===== config.mk =====
export PLATFORM = sky130hd
export DESIGN_NAME = unified_mem_arbiter_flat
export DESIGN_NICKNAME = d
export VERILOG_FILES = /design/src/rtl/unified_mem_arbiter_pkg.sv /design/src/rtl/unified_mem_arbiter_if.sv /design/src/rtl/unified_mem_arbiter_mem_watchdog.sv /design/src/rtl/unified_mem_arbiter.sv /design/src/flat_wrapper.sv
export SDC_FILE = /design/constraint.sdc
export NUM_CORES = 1
export LEC_CHECK = 0
export BUFFER_PORTS_ARGS = -buffer_cell sky130_fd_sc_hd__buf_2
export CAP_MARGIN = 20
export CORE_MARGIN = 4
export CORE_UTILIZATION = 50
export DETAILED_ROUTE_END_ITERATION = 8
export HOLD_SLACK_MARGIN = 0.06
export PLACE_DENSITY_LB_ADDON = 0.1
export SLEW_MARGIN = 0
export SYNTH_ARGS = -nofsm -noshare
export SYNTH_HDL_FRONTEND = slang
export SYNTH_SLANG_ARGS = --single-unit
export TNS_END_PERCENT = 20

===== constraint.sdc =====
create_clock -name clk -period 4 [get_ports clk]
set_input_delay 0.2 -clock clk [delete_from_list [all_inputs] [get_ports clk]]
set_output_delay 0.2 -clock clk [all_outputs]
set_load 0.05 [all_outputs]

===== src/rtl/unified_mem_arbiter_pkg.sv =====
// Shared definitions for the unified IF/MEM memory arbiter: default bus widths
// and the arbiter FSM state encoding.
package unified_mem_arbiter_pkg;

    localparam int unsigned DEF_AW = 32;
    localparam int unsigned DEF_DW = 32;

    typedef enum logic [1:0] {
        ST_IDLE  = 2'd0,
        ST_IBUSY = 2'd1,
        ST_DBUSY = 2'd2
    } state_e;

endpackage


===== src/rtl/unified_mem_arbiter_if.sv =====
// Request/response bundle between the core's IF/MEM stages, the arbiter and the
// unified memory. The arbiter takes the slave side; the core/memory environment the master side.
interface unified_mem_arbiter_if
    import unified_mem_arbiter_pkg::*;
#(
    parameter int unsigned AW = DEF_AW,
    parameter int unsigned DW = DEF_DW
);
    logic              i_req;
    logic [AW-1:0]     i_addr;
    logic [DW-1:0]     i_rdata;
    logic              i_valid;
    logic              d_req;
    logic              d_we;
    logic [AW-1:0]     d_addr;
    logic [DW-1:0]     d_wdata;
    logic [DW/8-1:0]   d_be;
    logic [DW-1:0]     d_rdata;
    logic              d_valid;
    logic              stall_f;
    logic              stall_m;
    logic              bus_err;
    logic              mem_req;
    logic              mem_we;
    logic [AW-1:0]     mem_addr;
    logic [DW-1:0]     mem_wdata;
    logic [DW/8-1:0]   mem_be;
    logic              mem_ready;
    logic [DW-1:0]     mem_rdata;

    modport slave (
        input  i_req, i_addr, d_req, d_we, d_addr, d_wdata, d_be, mem_ready, mem_rdata,
        output i_rdata, i_valid, d_rdata, d_valid, stall_f, stall_m, bus_err,
        output mem_req, mem_we, mem_addr, mem_wdata, mem_be
    );

    modport master (
        output i_req, i_addr, d_req, d_we, d_addr, d_wdata, d_be, mem_ready, mem_rdata,
        input  i_rdata, i_valid, d_rdata, d_valid, stall_f, stall_m, bus_err,
        input  mem_req, mem_we, mem_addr, mem_wdata, mem_be
    );

endinterface


===== src/rtl/unified_mem_arbiter_mem_watchdog.sv =====
// Saturating busy-cycle counter; flags an access that has waited TIMEOUT_CYC
// cycles without a memory acknowledge.
module mem_watchdog #(
    parameter int unsigned TIMEOUT_CYC = 64
) (
    input  logic clk,
    input  logic rst_n,
    input  logic clr,
    input  logic en,
    output logic timeout
);

    localparam int unsigned CW = $clog2(TIMEOUT_CYC) + 1;
    localparam logic [CW-1:0] LIMIT = CW'(TIMEOUT_CYC - 1);
    localparam logic [CW-1:0] MAX   = '1;

    logic [CW-1:0] cnt_q;

    always_ff @(posedge clk or negedge rst_n) begin
        if (!rst_n) begin
            cnt_q <= '0;
        end else if (clr) begin
            cnt_q <= '0;
        end else if (en && (cnt_q != MAX)) begin
            cnt_q <= cnt_q + CW'(1);
        end
    end

    assign timeout = en && (cnt_q == LIMIT);

endmodule


===== src/rtl/unified_mem_arbiter.sv =====
// Shares one single-port memory between instruction fetch and data access,
// data first, with latched requests, wait-state absorption and a timeout abort.
module unified_mem_arbiter
    import unified_mem_arbiter_pkg::*;
#(
    parameter int unsigned AW          = DEF_AW,
    parameter int unsigned DW          = DEF_DW,
    parameter int unsigned TIMEOUT_CYC = 64
) (
    input logic                  clk,
    input logic                  rst_n,
    unified_mem_arbiter_if.slave bus
);

    localparam int unsigned BW = DW / 8;

    state_e          state_q, state_d;
    logic            mem_req_q, mem_req_d;
    logic            mem_we_q, mem_we_d;
    logic [AW-1:0]   mem_addr_q, mem_addr_d;
    logic [DW-1:0]   mem_wdata_q, mem_wdata_d;
    logic [BW-1:0]   mem_be_q, mem_be_d;
    logic            i_valid_q, i_valid_d;
    logic            d_valid_q, d_valid_d;
    logic [DW-1:0]   i_rdata_q, i_rdata_d;
    logic [DW-1:0]   d_rdata_q, d_rdata_d;
    logic            bus_err_q, bus_err_d;
    logic            busy, mem_done, d_pend, i_pend;
    logic            wd_clr, wd_en, timeout;
    logic [DW-1:0]   rsp;

    assign busy  = (state_q != ST_IDLE);
    assign wd_en = busy && !bus.mem_ready;

    mem_watchdog #(
        .TIMEOUT_CYC(TIMEOUT_CYC)
    ) u_watchdog (
        .clk    (clk),
        .rst_n  (rst_n),
        .clr    (wd_clr),
        .en     (wd_en),
        .timeout(timeout)
    );

    always_comb begin
        state_d     = state_q;
        mem_req_d   = mem_req_q;
        mem_we_d    = mem_we_q;
        mem_addr_d  = mem_addr_q;
        mem_wdata_d = mem_wdata_q;
        mem_be_d    = mem_be_q;
        i_valid_d   = 1'b0;
        d_valid_d   = 1'b0;
        i_rdata_d   = i_rdata_q;
        d_rdata_d   = d_rdata_q;
        bus_err_d   = 1'b0;
        wd_clr      = 1'b0;
        rsp         = '0;

        mem_done = busy && (bus.mem_ready || timeout);
        // A requester whose valid is out now, or who owns the finishing access, is not pending.
        d_pend = bus.d_req && !d_valid_q && (state_q != ST_DBUSY);
        i_pend = bus.i_req && !i_valid_q && (state_q != ST_IBUSY);

        if (mem_done) begin
            // mem_ready beats a coincident timeout; stores and aborts return zero.
            if (bus.mem_ready && !mem_we_q) begin
                rsp = bus.mem_rdata;
            end
            bus_err_d = !bus.mem_ready;
            if (state_q == ST_DBUSY) begin
                d_valid_d = 1'b1;
                d_rdata_d = rsp;
            end else begin
                i_valid_d = 1'b1;
                i_rdata_d = rsp;
            end
        end

        if (!busy || mem_done) begin
            if (d_pend) begin
                state_d     = ST_DBUSY;
                mem_req_d   = 1'b1;
                mem_we_d    = bus.d_we;
                mem_addr_d  = bus.d_addr;
                mem_wdata_d = bus.d_wdata;
                mem_be_d    = bus.d_we ? bus.d_be : '1;
                wd_clr      = 1'b1;
            end else if (i_pend) begin
                state_d     = ST_IBUSY;
                mem_req_d   = 1'b1;
                mem_we_d    = 1'b0;
                mem_addr_d  = bus.i_addr;
                mem_wdata_d = '0;
                mem_be_d    = '1;
                wd_clr      = 1'b1;
            end else begin
                state_d   = ST_IDLE;
                mem_req_d = 1'b0;
                mem_we_d  = 1'b0;
            end
        end
    end

    always_ff @(posedge clk or negedge rst_n) begin
        if (!rst_n) begin
            state_q     <= ST_IDLE;
            mem_req_q   <= 1'b0;
            mem_we_q    <= 1'b0;
            mem_addr_q  <= '0;
            mem_wdata_q <= '0;
            mem_be_q    <= '0;
            i_valid_q   <= 1'b0;
            d_valid_q   <= 1'b0;
            i_rdata_q   <= '0;
            d_rdata_q   <= '0;
            bus_err_q   <= 1'b0;
        end else begin
            state_q     <= state_d;
            mem_req_q   <= mem_req_d;
            mem_we_q    <= mem_we_d;
            mem_addr_q  <= mem_addr_d;
            mem_wdata_q <= mem_wdata_d;
            mem_be_q    <= mem_be_d;
            i_valid_q   <= i_valid_d;
            d_valid_q   <= d_valid_d;
            i_rdata_q   <= i_rdata_d;
            d_rdata_q   <= d_rdata_d;
            bus_err_q   <= bus_err_d;
        end
    end

    assign bus.mem_req   = mem_req_q;
    assign bus.mem_we    = mem_we_q;
    assign bus.mem_addr  = mem_addr_q;
    assign bus.mem_wdata = mem_wdata_q;
    assign bus.mem_be    = mem_be_q;
    assign bus.i_valid   = i_valid_q;
    assign bus.d_valid   = d_valid_q;
    assign bus.i_rdata   = i_rdata_q;
    assign bus.d_rdata   = d_rdata_q;
    assign bus.bus_err   = bus_err_q;
    assign bus.stall_f   = bus.i_req && !i_valid_q;
    assign bus.stall_m   = bus.d_req && !d_valid_q;

endmodule


===== src/flat_wrapper.sv =====
// flat-port wrapper written by rule: the top's interface ports become plain ports
module unified_mem_arbiter_flat import unified_mem_arbiter_pkg::*;
#(
    parameter int unsigned AW          = DEF_AW,
    parameter int unsigned DW          = DEF_DW,
    parameter int unsigned TIMEOUT_CYC = 64
)
  (clk, rst_n, bus_i_req, bus_i_addr, bus_d_req, bus_d_we, bus_d_addr, bus_d_wdata, bus_d_be, bus_mem_ready, bus_mem_rdata, bus_i_rdata, bus_i_valid, bus_d_rdata, bus_d_valid, bus_stall_f, bus_stall_m, bus_bus_err, bus_mem_req, bus_mem_we, bus_mem_addr, bus_mem_wdata, bus_mem_be);
  unified_mem_arbiter_if #(.AW(AW), .DW(DW)) bus_i ();
  input logic clk;
  input logic rst_n;
  input wire logic [$bits(bus_i.i_req)-1:0] bus_i_req;
  input wire logic [$bits(bus_i.i_addr)-1:0] bus_i_addr;
  input wire logic [$bits(bus_i.d_req)-1:0] bus_d_req;
  input wire logic [$bits(bus_i.d_we)-1:0] bus_d_we;
  input wire logic [$bits(bus_i.d_addr)-1:0] bus_d_addr;
  input wire logic [$bits(bus_i.d_wdata)-1:0] bus_d_wdata;
  input wire logic [$bits(bus_i.d_be)-1:0] bus_d_be;
  input wire logic [$bits(bus_i.mem_ready)-1:0] bus_mem_ready;
  input wire logic [$bits(bus_i.mem_rdata)-1:0] bus_mem_rdata;
  output wire logic [$bits(bus_i.i_rdata)-1:0] bus_i_rdata;
  output wire logic [$bits(bus_i.i_valid)-1:0] bus_i_valid;
  output wire logic [$bits(bus_i.d_rdata)-1:0] bus_d_rdata;
  output wire logic [$bits(bus_i.d_valid)-1:0] bus_d_valid;
  output wire logic [$bits(bus_i.stall_f)-1:0] bus_stall_f;
  output wire logic [$bits(bus_i.stall_m)-1:0] bus_stall_m;
  output wire logic [$bits(bus_i.bus_err)-1:0] bus_bus_err;
  output wire logic [$bits(bus_i.mem_req)-1:0] bus_mem_req;
  output wire logic [$bits(bus_i.mem_we)-1:0] bus_mem_we;
  output wire logic [$bits(bus_i.mem_addr)-1:0] bus_mem_addr;
  output wire logic [$bits(bus_i.mem_wdata)-1:0] bus_mem_wdata;
  output wire logic [$bits(bus_i.mem_be)-1:0] bus_mem_be;
  assign bus_i.i_req = bus_i_req;
  assign bus_i.i_addr = bus_i_addr;
  assign bus_i.d_req = bus_d_req;
  assign bus_i.d_we = bus_d_we;
  assign bus_i.d_addr = bus_d_addr;
  assign bus_i.d_wdata = bus_d_wdata;
  assign bus_i.d_be = bus_d_be;
  assign bus_i.mem_ready = bus_mem_ready;
  assign bus_i.mem_rdata = bus_mem_rdata;
  assign bus_i_rdata = bus_i.i_rdata;
  assign bus_i_valid = bus_i.i_valid;
  assign bus_d_rdata = bus_i.d_rdata;
  assign bus_d_valid = bus_i.d_valid;
  assign bus_stall_f = bus_i.stall_f;
  assign bus_stall_m = bus_i.stall_m;
  assign bus_bus_err = bus_i.bus_err;
  assign bus_mem_req = bus_i.mem_req;
  assign bus_mem_we = bus_i.mem_we;
  assign bus_mem_addr = bus_i.mem_addr;
  assign bus_mem_wdata = bus_i.mem_wdata;
  assign bus_mem_be = bus_i.mem_be;
  unified_mem_arbiter #(.AW(AW), .DW(DW), .TIMEOUT_CYC(TIMEOUT_CYC)) u_core (.clk(clk), .rst_n(rst_n), .bus(bus_i));
endmodule

Yosys cells after proc, flatten, opt, wreduce, memory -nomap -nowiden
Index checks and enable logic that the tools add are counted.
W data, S select, Z words.
{"block": "word_totals", "out_inout_bits": 139, "reg_bits": 146, "wordCells": 62}
{"block": "op_classes", "reduce_logical": 22, "bitwise_logic": 1, "n_eq_ne": 5, "n_addsub": 1, "mux": 21}
{"operator": "$mux W32", "n": 5}
{"operator": "$mux W7", "n": 2}
{"operator": "$mux W4", "n": 3}
{"operator": "$mux W1", "n": 10}
{"operator": "$logic_and A1 B1 Y1", "n": 9}
{"operator": "$add A7 B1 Y7 const B", "n": 1}
{"operator": "$eq A7 B6 Y1 const B", "n": 1}
{"operator": "$ne A7 B7 Y1 const B", "n": 1}
{"operator": "$reduce_and A2 Y1", "n": 3}
{"operator": "$reduce_bool A2 Y1", "n": 3}
{"operator": "$logic_not A1 Y1", "n": 5}
{"operator": "$eq A2 B2 Y1 const B", "n": 1}
{"operator": "$logic_or A1 B1 Y1", "n": 2}
{"operator": "$mux W2", "n": 1}
{"operator": "$ne A2 B1 Y1 const B", "n": 1}
{"operator": "$ne A2 B2 Y1 const B", "n": 1}
{"operator": "$not A1 Y1", "n": 1}

Depth between registers and ports, before layout
Gate-level depths: netlist (run 1).
{"block": "logic_depth", "word_depth": 8, "mapped_depth": 7, "mapped_depth_nobuf": 5}

By module
Synthesis (run 1) repeated with hierarchy kept, for this count alone.
{"block": "unflattened", "hier_cells": 547, "hier_area_um2": 5943.2}
{"module": "unified_mem_arbiter", "cells_each": 503, "n_inst": 1, "area_per_inst_um2": 5520.3}
{"module": "mem_watchdog", "cells_each": 44, "n_inst": 1, "area_per_inst_um2": 422.9}

Worst setup path before layout (run 1)
OpenSTA, ideal clock, no wires.
{"block": "synth_path", "path_kind": "register to register", "startpoint": "register u_core.i_valid_q (netlist: u_core.bus.i_valid)", "endpoint": "register u_core.mem_addr_q[27] (netlist: u_core.bus.mem_addr[27])", "required_ns": 3.875, "t_arrival_ns": 2.356, "path_buffers": 1, "path_stages_with_launch": 6, "slack_ns": 1.520, "cell_sequence": "dfrtp_1 nor2b_1 a21oi_2 nor3_4 buf_2 mux2_2"}
{"block": "synth_via", "elab_chain_len": 5}
{"element": "start, declared", "line_no": "unified_mem_arbiter.sv:23", "text": "logic i_valid_q, i_valid_d;"}
{"element": "start signal, assigned", "line_no": "unified_mem_arbiter.sv:125", "text": "i_valid_q <= i_valid_d;"}
{"element": "$logic_not A1 Y1"}
{"element": "$logic_and A1 B1 Y1"}
{"element": "named net bus_stall_f", "line_no": "flat_wrapper.sv:25", "text": "output wire logic [$bits(bus_i.stall_f)-1:0] bus_stall_f;"}
{"element": "$logic_and A1 B1 Y1", "line_no": "unified_mem_arbiter.sv:63", "text": "i_pend = bus.i_req && !i_valid_q && (state_q != ST_IBUSY);"}
{"element": "$reduce_bool A2 Y1 (no source line)"}
{"element": "$reduce_and A2 Y1 (no source line)"}
{"element": "end signal, assigned", "line_no": "unified_mem_arbiter.sv:122", "text": "mem_addr_q <= mem_addr_d;"}
{"element": "end, declared", "line_no": "unified_mem_arbiter.sv:20", "text": "logic [AW-1:0] mem_addr_q, mem_addr_d;"}
The timed path passes the listed nets, and every way through them passes these cells.
A chain may end at the register's enable or synchronous reset.

Worst setup path in the final report (run 1)
{"block": "layout_path", "startpoint": "register u_core.u_watchdog.cnt_q[0]", "endpoint": "register u_core.mem_addr_q[14] (netlist: u_core.bus.mem_addr[14])"}
{"block": "layout_via", "elab_chain_len": 6}
{"element": "start, declared", "line_no": "unified_mem_arbiter_mem_watchdog.sv:17", "text": "logic [CW-1:0] cnt_q;"}
{"element": "start signal, assigned", "line_no": "unified_mem_arbiter_mem_watchdog.sv:25", "text": "cnt_q <= cnt_q + CW'(1);"}
{"element": "$eq A7 B6 Y1", "line_no": "unified_mem_arbiter_mem_watchdog.sv:29", "text": "assign timeout = en && (cnt_q == LIMIT);"}
{"element": "$logic_and A1 B1 Y1", "line_no": "unified_mem_arbiter_mem_watchdog.sv:29"}
{"element": "$logic_or A1 B1 Y1", "line_no": "unified_mem_arbiter.sv:60", "text": "mem_done = busy && (bus.mem_ready || timeout);"}
{"element": "$logic_and A1 B1 Y1", "line_no": "unified_mem_arbiter.sv:60"}
{"element": "$logic_or A1 B1 Y1", "line_no": "unified_mem_arbiter.sv:80", "text": "if (!busy || mem_done) begin"}
{"element": "$reduce_and A2 Y1 (no source line)"}
No other way between the ends.

==> key figures, run 1 <==
Worst setup path
  • Flop-to-flop setup slack: 1650 ps
  • CP max FO: 38
  • FF-to-FF End: u_core.bus.mem_addr[14]
  • R2r worst-path depth: 6
  • Crit Path Category: flop to flop
  • CP Launch Type: flop
  • Crit path capture type: flop
  • WP data arrival: between 2000 and 3000 ps
  • Req. time, crit path: about 4300 ps
  • RR Startpoint: u_core.u_watchdog.cnt_q[0]

Synthesis
  • Syn Nets: between 500 and 600
  • Yosys warnings: 0
  • Synth cell types: 39
  • Sequential fraction of the synthesis area: 58.8%
  • Avg Cell Area, Syn: 14.3 sq um
  • Post-synthesis cell count: 433
  • FF+latch count, synth: 146
  • Mapped cell area: about 6200 sq um

Layout
  • ANT cells: 0
  • Sequential Area: about 3700 sq um
  • Multi-input gate area: around 2400 sq um
  • Share of layout cells above drive strength 1: about three fifths
  • Count of non-filler cells in the finished layout: 922
  • Final #Nets: just under 900
  • Fill count: 889
  • Syn-to-layout area delta: 39.3%

Timing
  • Final Hold Viols: 0
  • Skew final: between 6 and 7 ps
  • Slew @ Worst Pin: roughly 990 ps
  • RSZ-0062 raised after global routing: false
  • Final Setup Violations: 0
  • Rel. slew slack: between 30 and 40%
  • Fin crit share: between 50% and 60%
  • Fmax: ~430 MHz
  • Max-slew violation count: 0
  • Min Tclk post-route: about 2400 ps
  • Sum of negative setup slack: 0 ps

Die
  • Die width: roughly 120 microns
  • Ports: roughly 280
  • Initial core utilization: between 50% and 60%
  • Die height: 119 microns
  • # rows: 40
  • Core ar.: ~12000 sq um
  • Die area: between 10000 and 15000 sq um

Detailed routing
  • WL final: 16900 microns
  • Starting DRT DRC Count: about 240
  • Drt via density: a little over 5
  • Wire per inst: about 18 microns
  • Post-route ant nets: 0
  • DRC errors left: 0
  • TritonRoute pass-1 iters: 4
  • Vias after detailed routing: approximately 4.7k

Status
  • Status: completed

CTS
  • Clock transition at path regs: approximately 50 ps
  • Clock root buffer: clkbuf_16
  • Post-CTS Hold Buffers: 33
  • Postcts setup bufs: 0
  • Max Buffers Root-to-Sink: 2
  • CTS Buf Count: 17
  • Htree depth: 4
  • CTS tree: yes
  • CTS resizes: 0
  • Later-pin clock latency in the skew report: a little over 400 ps
  • CTS sink cnt: about 150

Job
  • Max-Cap Viols: 0

GRT
  • Initial antenna violation count: 0
  • Largest net degree at the start of global routing: between 60 and 70
  • GRT Util Overall: ~24%
  • Vias in the first global route: just over 5k
  • First-pass GRT wire length: roughly 27000 microns
  • Global route total overflow: 0

Placement
  • Hpwl dp: ~11000 microns
  • DP Cell Count: between 800 and 900
  • Routability cong.: about 0.84
  • Buffers on Ports: between 200 and 300

Pwr
  • Cell Pwr Density: 969 nW/um^2
  • Worst ir drop on vdd: ~0.46 mV
  • Leak pwr: about 0.0044 uW

Min path
  • Hold Path Cell Cnt: 3
  • HP Class: input port to flop
  • Worst Min Path Start: bus_d_be[0]
  • Hold Path Sink: u_core.bus.mem_be[0]
==> per-stage QoR <==
step	instance area (sq um)	setup WS [ps]	hold slack (ps)	util (%)	power [uW]
3_5_place_dp	7700	1500	216	63.6	6760
3_3_place_gp	7700	1640	210	63.6	6670
4_1_cts	8610	1490	82.8	71.1	8370
5_1_grt	8650	1520	109	71.4	8750
2_1_floorplan	6210	1520	-95.6	-	5770
6_report	8650	1650	113	71.4	8380
==> cells in the final DEF (no fill, tap or decap), drive strengths merged, types with 4 or more instances in the layout <==
master,n
buf,283
dfrtp,146
mux2,132
and2,33
dlygate4sd3,33
a22o,32
clkbuf,20
nor2,9
nand2,6
o21ai,5
and3,5
nand3b,4
a21oi,4
clkinv,4
==> registers in the layout, indices dropped and copies added, names as in the netlist <==
| register | cells |
|---|---|
| u_core.bus.bus_err | 1 |
| u_core.bus.d_rdata | 32 |
| u_core.bus.d_valid | 1 |
| u_core.bus.i_rdata | 32 |
| u_core.bus.i_valid | 1 |
| u_core.bus.mem_addr | 32 |
| u_core.bus.mem_be | 4 |
| u_core.bus.mem_req | 1 |
| u_core.bus.mem_wdata | 32 |
| u_core.bus.mem_we | 1 |
| u_core.state_q | 2 |
| u_core.u_watchdog.cnt_q | 7 |
==> cells by family (layout without fill, tap and decap cells) <==
logic type	count (synthesis)	count (layout)	synth area share [%]
AOI/OAI and AO/OA	48	48	6.36
xor gates and xnor gates	5	5	0.705
buffers and inverters	28	349	2.78
DFF	146	146	58.8
adders and majority gates	1	1	0.201
muxes	133	133	24.1
and+or+nand+nor	72	72	7.07
==> power by group <==
group	switching [uW]	internal [uW]	leakage (uW)	total [uW]
registers	334	2100	0.00185	2430
logic	3110	1270	0.00233	4380
clock network	579	987	0.000278	1570
==> area by class of cell <==
cell class	count	area share [%]
flip-flops and latches	146	42.2
multi-input cells	259	27.7
repair buffers	316	20.8
clock buffers	20	5.16
well taps	168	2.43
clock inverters	10	1.58
inverters	3	0.130
==> worst max-delay path: stages, from the launching register on <==
cell and delay [ps]:
dfrtp_1 390, ha_1 250, and3b_2 250, a21oi_2 110, nor3_4 330, buf_4 490, mux2_2 410
==> worst max path at each step <==
stage | cells after the start | slack (ps) | end | startpoint
after global placement | 5 | 1640 | u_core.bus.mem_wdata[16] | u_core.u_watchdog.cnt_q[0]
after global routing | 6 | 1520 | u_core.bus.mem_addr[14] | u_core.u_watchdog.cnt_q[0]
after detailed placement | 5 | 1500 | u_core.bus.mem_wdata[17] | u_core.u_watchdog.cnt_q[0]
final | 6 | 1650 | u_core.bus.mem_addr[14] | u_core.u_watchdog.cnt_q[0]
after floorplan | 5 | 1520 | u_core.bus.mem_addr[27] | u_core.bus.i_valid
after CTS | 5 | 1490 | u_core.bus.mem_wdata[17] | u_core.u_watchdog.cnt_q[0]
==> cell usage after synthesis <==
master,instances,area (sq um)
nor3_1,1,5.00
or3_1,1,6.26
buf_2,11,55.1
clkbuf_2,1,5.00
nor2_1,8,30.0
o21ba_2,1,10.0
ha_1,1,12.5
mux2_2,132,1490
nand2_2,1,6.26
nor3_4,1,16.3
xnor2_1,2,17.5
nand4_1,1,6.26
nor2b_1,2,12.5
and3b_2,1,10.0
nand3_1,3,15.0
a21o_1,1,7.51
o211ai_1,2,15.0
inv_1,3,11.3
o31ai_1,2,15.0
nand3b_1,4,30.0
a22o_1,32,280
buf_4,6,45.0
a21oi_1,1,5.00
and3_1,4,25.0
nor4b_1,1,8.76
nand2b_1,3,18.8
and2_1,33,206
and3_2,1,7.51
o21ai_0,5,25.0
nand2_1,5,18.8
a21oi_2,3,26.3
o21bai_2,1,11.3
nor2_2,1,6.26
clkbuf_1,3,11.3
mux2i_1,1,10.0
dfrtp_1,146,3650
nor3_2,1,10.0
xor2_1,3,26.3
buf_6,4,45.0
==> metal layers <==
| layer | global-route usage [%] | share of wire (%) | up-vias |
|---|---|---|---|
| met1 | 27.7 | 37 | 2333 |
| met5 | 0 | 0 | - |
| met2 | 41.2 | 51 | 201 |
| met4 | 9.45 | 2.6 | 0 |
| li1 | - | - | 2166 |
| met3 | 8.55 | 8.9 | 27 |
Power figures use the tool's default switching activity.
==> run 2, diff against run 1 <==
--- a/config.mk
+++ b/config.mk
@@ -8,7 +8,7 @@
 export BUFFER_PORTS_ARGS = -buffer_cell sky130_fd_sc_hd__buf_2
 export CAP_MARGIN = 20
 export CORE_MARGIN = 4
-export CORE_UTILIZATION = 50
+export CORE_UTILIZATION = 43
 export DETAILED_ROUTE_END_ITERATION = 8
 export HOLD_SLACK_MARGIN = 0.06
 export PLACE_DENSITY_LB_ADDON = 0.1
==> constraint.sdc (replaced) <==
create_clock -name clk -period 1.9 [get_ports clk]
set_input_delay 0.095 -clock clk [delete_from_list [all_inputs] [get_ports clk]]
set_output_delay 0.095 -clock clk [all_outputs]
set_load 0.05 [all_outputs]
==> run 2 against run 1 <==
  * Routed wire length rose by 12%
  * Via count up 10%
  * Sequential share of layout area is 5.6 points lower
  * Fmax increased by 29%
  * Total power up 120%
  * Non-clock buffer count is 116 higher
  * Worst setup slack worse by 1600 ps
  * Core utilization decreased by 0.44 points
  * Critical path depth fell by 1
  * Worst hold slack lost 20 ps
  * Sequential power is 110% higher
  * Clock-buffer cell count decreased by 3
==> key figures, run 2 (synthesis results as in run 1) <==
Detailed routing
  • Post-route ant nets: 0 (unchanged)
  • DRC errors left: 0 (unchanged)
  • WL final: 19000 microns (+12%)
  • TritonRoute pass-1 iters: 4 (unchanged)
  • Drt via density: 4.95 (-3.4%)
  • Vias after detailed routing: 5211 (+10%)
  • Wire per inst: 18.0 microns (-1.6%)
  • Starting DRT DRC Count: 201 (-16%)

Timing
  • Max-slew violation count: 0 (unchanged)
  • Slew @ Worst Pin: 561 ps (-426 ps)
  • Setup ws final: 74.7 ps (-1570 ps)
  • Fmax: 548 MHz (+29%)
  • Fin crit share: 96.1% (+37 points)
  • Skew final: 6.02 ps (-0.582 ps)
  • Min Tclk post-route: 1830 ps (-526 ps)
  • RSZ-0062 raised after global routing: true
  • Rel. slew slack: 62.5% (+28 points)
  • Final Setup Violations: 0 (unchanged)
  • Final Hold Viols: 0 (unchanged)

Placement
  • Dpl ws: 41.0 ps (-1450 ps)
  • Cell area after placement: 7960 sq um (+3.4%)
  • Routability cong.: 0.813 (-3.0%)
  • Buffers on Ports: 276 (unchanged)
  • DP Cell Count: 883 (+3.0%)
  • Hpwl dp: 11700 microns (+3.7%)

Die
  • Die height: 128 microns (+7.3%)
  • Ports: 277 (unchanged)
  • Die area: 16400 sq um (+15%)
  • Initial core utilization: 44.2% (-7.1 points)
  • Die width: 128 microns (+7.3%)
  • # rows: 43 (+7.5%)
  • Core ar.: 14000 sq um (+16%)

GRT
  • Most heavily used metal layer in global routing: met2
  • Largest net degree at the start of global routing: 57 (-12%)
  • GRT Util Overall: 23.8% (-0.36 points)
  • Global Route met3 Usage: 8.04% (-0.51 points)
  • Grt met1 use: 27.4% (-0.29 points)
  • Vias in the first global route: 5696 (+12%)
  • Global route total overflow: 0 (unchanged)
  • First-pass GRT wire length: 30600 microns (+14%)
  • M2 GR Usage: 40.4% (-0.82 points)
  • Initial antenna violation count: 0 (unchanged)

Layout
  • ANT cells: 0 (unchanged)
  • Syn-to-layout area delta: 60.5%
  • Final instance area: 9970 sq um (+15%)
  • Most common cell after layout, fill and taps aside: buf_2
  • Share of layout cells above drive strength 1: 55.3% (-5.2 points)
  • Final #Nets: 998 (+13%)
  • Fill count: 917 (+3.1%)
  • Count of non-filler cells in the finished layout: 1052 (+14%)
  • Commonest non-fill, non-tap cells in the layout: buf_2, dfrtp_1, dlygate4sd3_1

Pwr
  • Cell Pwr Density: 1840 nW/um^2 (+90%)
  • Leak pwr: 0.00502 uW (+13%)
  • Worst ir drop on vdd: 1.08 mV (+130%)
  • Tot Pwr: 18300 uW (+120%)

Status
  • Status: completed

Job
  • Max-Cap Viols: 0 (unchanged)

Worst setup path
  • CP max FO: 18 (-53%)
  • Crit path capture type: flop
  • CP Launch Type: flop
  • Crit Path Category: flop to flop
  • Req. time, crit path: 2200 ps (-2090 ps)
  • Flop-to-flop setup slack: 70 ps (-1570 ps)
  • WP data arrival: 2120 ps (-520 ps)

CTS
  • CTS Buf Count: 17 (unchanged)
  • Max Buffers Root-to-Sink: 2 (unchanged)
  • Later-pin clock latency in the skew report: 420 ps (about the same)
  • Htree depth: 4 (unchanged)
  • CTS tree: yes
  • Clock transition at path regs: 60 ps (about the same)
  • Clock root buffer: clkbuf_16
  • CTS sink cnt: 146 (unchanged)

Min path
  • HP Class: input port to flop
## run 2: worst max-delay path: stages (launching register included)
cell and delay [ps]:
dfrtp_2 440, nand2b_2 230, a21oi_2 110, nor3_4 320, clkbuf_16 260, mux2_2 340
## run 2: layout make-up
cell class	instances	area [sq um]	share of cell area [%]
Clock buffer	17	425	4.27
Clock inverter	15	183	1.83
Inverter	3	15.0	0.151
Multi-Input combinational cell	259	2430	24.4
Sequential cell	146	3660	36.7
Tap cell	180	225	2.26
Timing Repair Buffer	432	3030	30.4
## run 2: through the flow
step / hold WS (ps) / util (%) / TNS, ps
finish: 93.0 / 71.0 / 0
global route: 82.0 / 71.0 / -254
CTS: 76.6 / 70.6 / 0
detailed placement: 99.6 / 56.7 / 0
global placement: 94.8 / 56.7 / 0
floorplan: -201 / - / -8040
## run 2: report_power, final
part	internal (uW)	switching, uW
logic	3100	6650
clock network	2080	1340
registers	4420	719
## run 2: path summary, 6_finish.rpt
kind                                     from                     end  cells past startpoint
max                         u_core.state_q[0]  u_core.bus.mem_addr[0]                      5
min                                 bus_i_req       u_core.state_q[0]                      4
max reg2reg                 u_core.state_q[0]  u_core.bus.mem_addr[0]                      5
min reg2reg                u_core.bus.mem_req      u_core.bus.mem_req                      2
min in group asynchronous               rst_n  u_core.bus.d_rdata[16]                      2
max in group asynchronous               rst_n   u_core.bus.d_rdata[6]                      3
## run 2: repair_timing
action	4_1_cts	5_1_grt
setup buffers	0	1
endpoints found under the hold margin	185	0
setup endpoints to repair	0	75
hold buffers	134	0
gates resized for setup	0	4
## run 2: routing by layer
| metal | vias to the layer above | wire [microns] |
|---|---|---|
| met1 | 2533 | 7260 |
| li1 | 2410 | - |
| met2 | 228 | 9560 |
| met5 | - | 0 |
| met3 | 40 | 1600 |
| met4 | 0 | 561 |
==> run 3, diff against run 2 <==
--- a/config.mk
+++ b/config.mk
@@ -12,6 +12,7 @@
 export DETAILED_ROUTE_END_ITERATION = 8
 export HOLD_SLACK_MARGIN = 0.06
 export PLACE_DENSITY_LB_ADDON = 0.1
+export RECOVER_POWER = 100
 export SLEW_MARGIN = 0
 export SYNTH_ARGS = -nofsm -noshare
 export SYNTH_HDL_FRONTEND = slang
==> run 3 against run 2 <==
  * Register-to-register slack is essentially flat
  * Flip-flop and latch count stayed put
  * Clock power is essentially flat
  * Die area stayed put
  * Sequential power increased by 0.8%
  * Routed wire length increased by 0.36%
  * Clock-buffer cell count did not move
  * Clock skew decreased by 1.0 ps
  * Non-clock buffer count stayed put
  * Largest power group unchanged
==> key figures, run 3 (synthesis results as in run 1) <==
Status
  • Status: completed

Job
  • Max-Cap Viols: 0 (unchanged)

Pwr
  • Net switching power: 8750 uW (+0.51%)
  • Register share of total power: 28.8% (+0.8 points)
  • Tot Pwr: 18000 uW (-1.8%)
  • Leak pwr: 0.00454 uW (-9.4%)
  • Switching Share: 48.7% (+1.1 points)
  • Internal power: 9220 uW (-3.9%)
  • Worst ir drop on vdd: 1.05 mV (-3.5%)
  • Comb pwr share: 52.2% (-1.1 points)
  • Clock power frac: 19.0% (+0.3 points)
  • Cell Pwr Density: 1840 nW/um^2 (about the same)

GRT
  • Initial antenna violation count: 0 (unchanged)
  • Largest net degree at the start of global routing: 57 (unchanged)
  • First-pass GRT wire length: 30600 microns (unchanged)
  • Vias in the first global route: 5696 (unchanged)
  • Global route total overflow: 0 (unchanged)
  • GRT Util Overall: 23.8% (unchanged)

Timing
  • Fin crit share: 96.3% (+0.21 points)
  • Skew final: 4.98 ps (-1.04 ps)
  • Final Hold Viols: 0 (unchanged)
  • Rel. slew slack: 3.74% (-59 points)
  • Min Hold Slack: 92.4 ps (-0.615 ps)
  • Final Setup Violations: 0 (unchanged)
  • Setup ws final: 70.8 ps (-3.92 ps)
  • RSZ-0062 raised after global routing: true
  • Max-slew violation count: 0 (unchanged)
  • Slew @ Worst Pin: 1440 ps (+883 ps)
  • Min Tclk post-route: 1830 ps (+3.92 ps)
  • Fmax: 547 MHz (-0.21%)

CTS
  • Later-pin clock latency in the skew report: 420 ps (about the same)
  • CTS sink cnt: 146 (unchanged)
  • CTS tree: yes
  • Clock root buffer: clkbuf_16
  • Htree depth: 4 (unchanged)
  • Max Buffers Root-to-Sink: 2 (unchanged)
  • Clock transition at path regs: 60 ps (about the same)
  • CTS Buf Count: 17 (unchanged)

Die
  • Die height: 128 microns (unchanged)
  • Ports: 277 (unchanged)
  • Initial core utilization: 44.2% (unchanged)
  • Die area: 16400 sq um (unchanged)
  • Core ar.: 14000 sq um (unchanged)
  • # rows: 43 (unchanged)
  • Die width: 128 microns (unchanged)

Detailed routing
  • Starting DRT DRC Count: 212 (+5.5%)
  • Drt via density: 4.96 (+0.17%)
  • TritonRoute pass-1 iters: 4 (unchanged)
  • DRC errors left: 0 (unchanged)
  • Post-route ant nets: 0 (unchanged)
  • WL final: 19000 microns (+0.36%)
  • Wire per inst: 18.1 microns (+0.36%)
  • Vias after detailed routing: 5220 (+0.17%)

Worst setup path
  • CP max FO: 18 (unchanged)
  • WP data arrival: 2130 ps (about the same)
  • Crit Path Category: flop to flop
  • R2r worst-path depth: 5 (unchanged)
  • Crit path capture type: flop
  • CP Launch Type: flop
  • Req. time, crit path: 2200 ps (about the same)

Placement
  • Buffers on Ports: 276 (unchanged)
  • Dpl ws: 41.0 ps (unchanged)
  • Hpwl dp: 11700 microns (unchanged)
  • Routability cong.: 0.813 (unchanged)

Layout
  • Fill count: 1013 (+10%)
  • Most common cell after layout, fill and taps aside: dfrtp_1
  • Share of layout cells above drive strength 1: 39.1% (-16 points)
  • Syn-to-layout area delta: 57.4%
  • Post-layout util: 69.7% (-1.3 points)
  • Commonest non-fill, non-tap cells in the layout: dfrtp_1, clkbuf_1, buf_2
  • Final #Nets: 998 (unchanged)
  • ANT cells: 0 (unchanged)

Min path
  • HP Class: input port to flop
  • Hold Path Cell Cnt: 4 (unchanged)
[run 3: final timing paths]
check	from	endpoint	slack (ps)
setup / recovery	u_core.state_q[0]	u_core.bus.mem_addr[0]	70
hold / removal	bus_i_req	u_core.state_q[0]	90
setup reg to reg	u_core.state_q[0]	u_core.bus.mem_addr[0]	70
hold reg to reg	u_core.bus.mem_req	u_core.bus.mem_req	480
max in group asynchronous	rst_n	u_core.bus.mem_wdata[8]	310
min in group asynchronous	rst_n	u_core.bus.d_rdata[16]	550
[run 3: critical path, cell delays in order (launching register included)]
cell	delay (ps)
dfrtp_2	440
nand2b_2	230
a21oi_2	110
nor3_4	320
clkbuf_16	260
mux2_2	340
[run 3: layer usage]
metal	share of wire (%)	vias to the layer above	global-route usage, %
met4	3.3	0	9.74
met5	0	-	0
met2	50	238	40.4
met3	8.3	48	8.04
li1	-	2418	-
met1	38	2516	27.4
[run 3: area by class of cell]
type	count	area [sq um]	area share [%]
clock buffer	17	425	4.35
clock inverter	15	183	1.87
inverter	3	15.0	0.153
multi-input combinational	259	2430	24.9
sequential	146	3660	37.4
tap	180	225	2.30
timing repair buffer	432	2840	29.1
[run 3: through the flow]
| stage | setup TNS, ps | instances | instance area (sq um) |
|---|---|---|---|
| finish | 0 | 1052 | 9780 |
| global route | -553 | 1052 | 9780 |
| CTS | 0 | 1049 | 9910 |
| detailed placement | 0 | 883 | 7960 |
| global placement | 0 | 883 | 7960 |
| floorplan | -8040 | 433 | 6250 |
[run 3: repair_timing]
item,in CTS,in global routing
hold endpoints to repair,185,0
buffers inserted,0,1
hold buffers,134,0
resized for setup,0,4
endpoints found under the setup margin,0,75
[run 3: power groups by stage]
| stage | registers, uW | clock network [uW] | logic, uW |
|---|---|---|---|
| floorplan | 9490 | 0 | 2700 |
| global placement | 5120 | 0 | 9310 |
| detailed placement | 5140 | 0 | 9430 |
| CTS | 5110 | 3500 | 9660 |
| global route | 5340 | 3660 | 9860 |
| finish | 5170 | 3420 | 9380 |
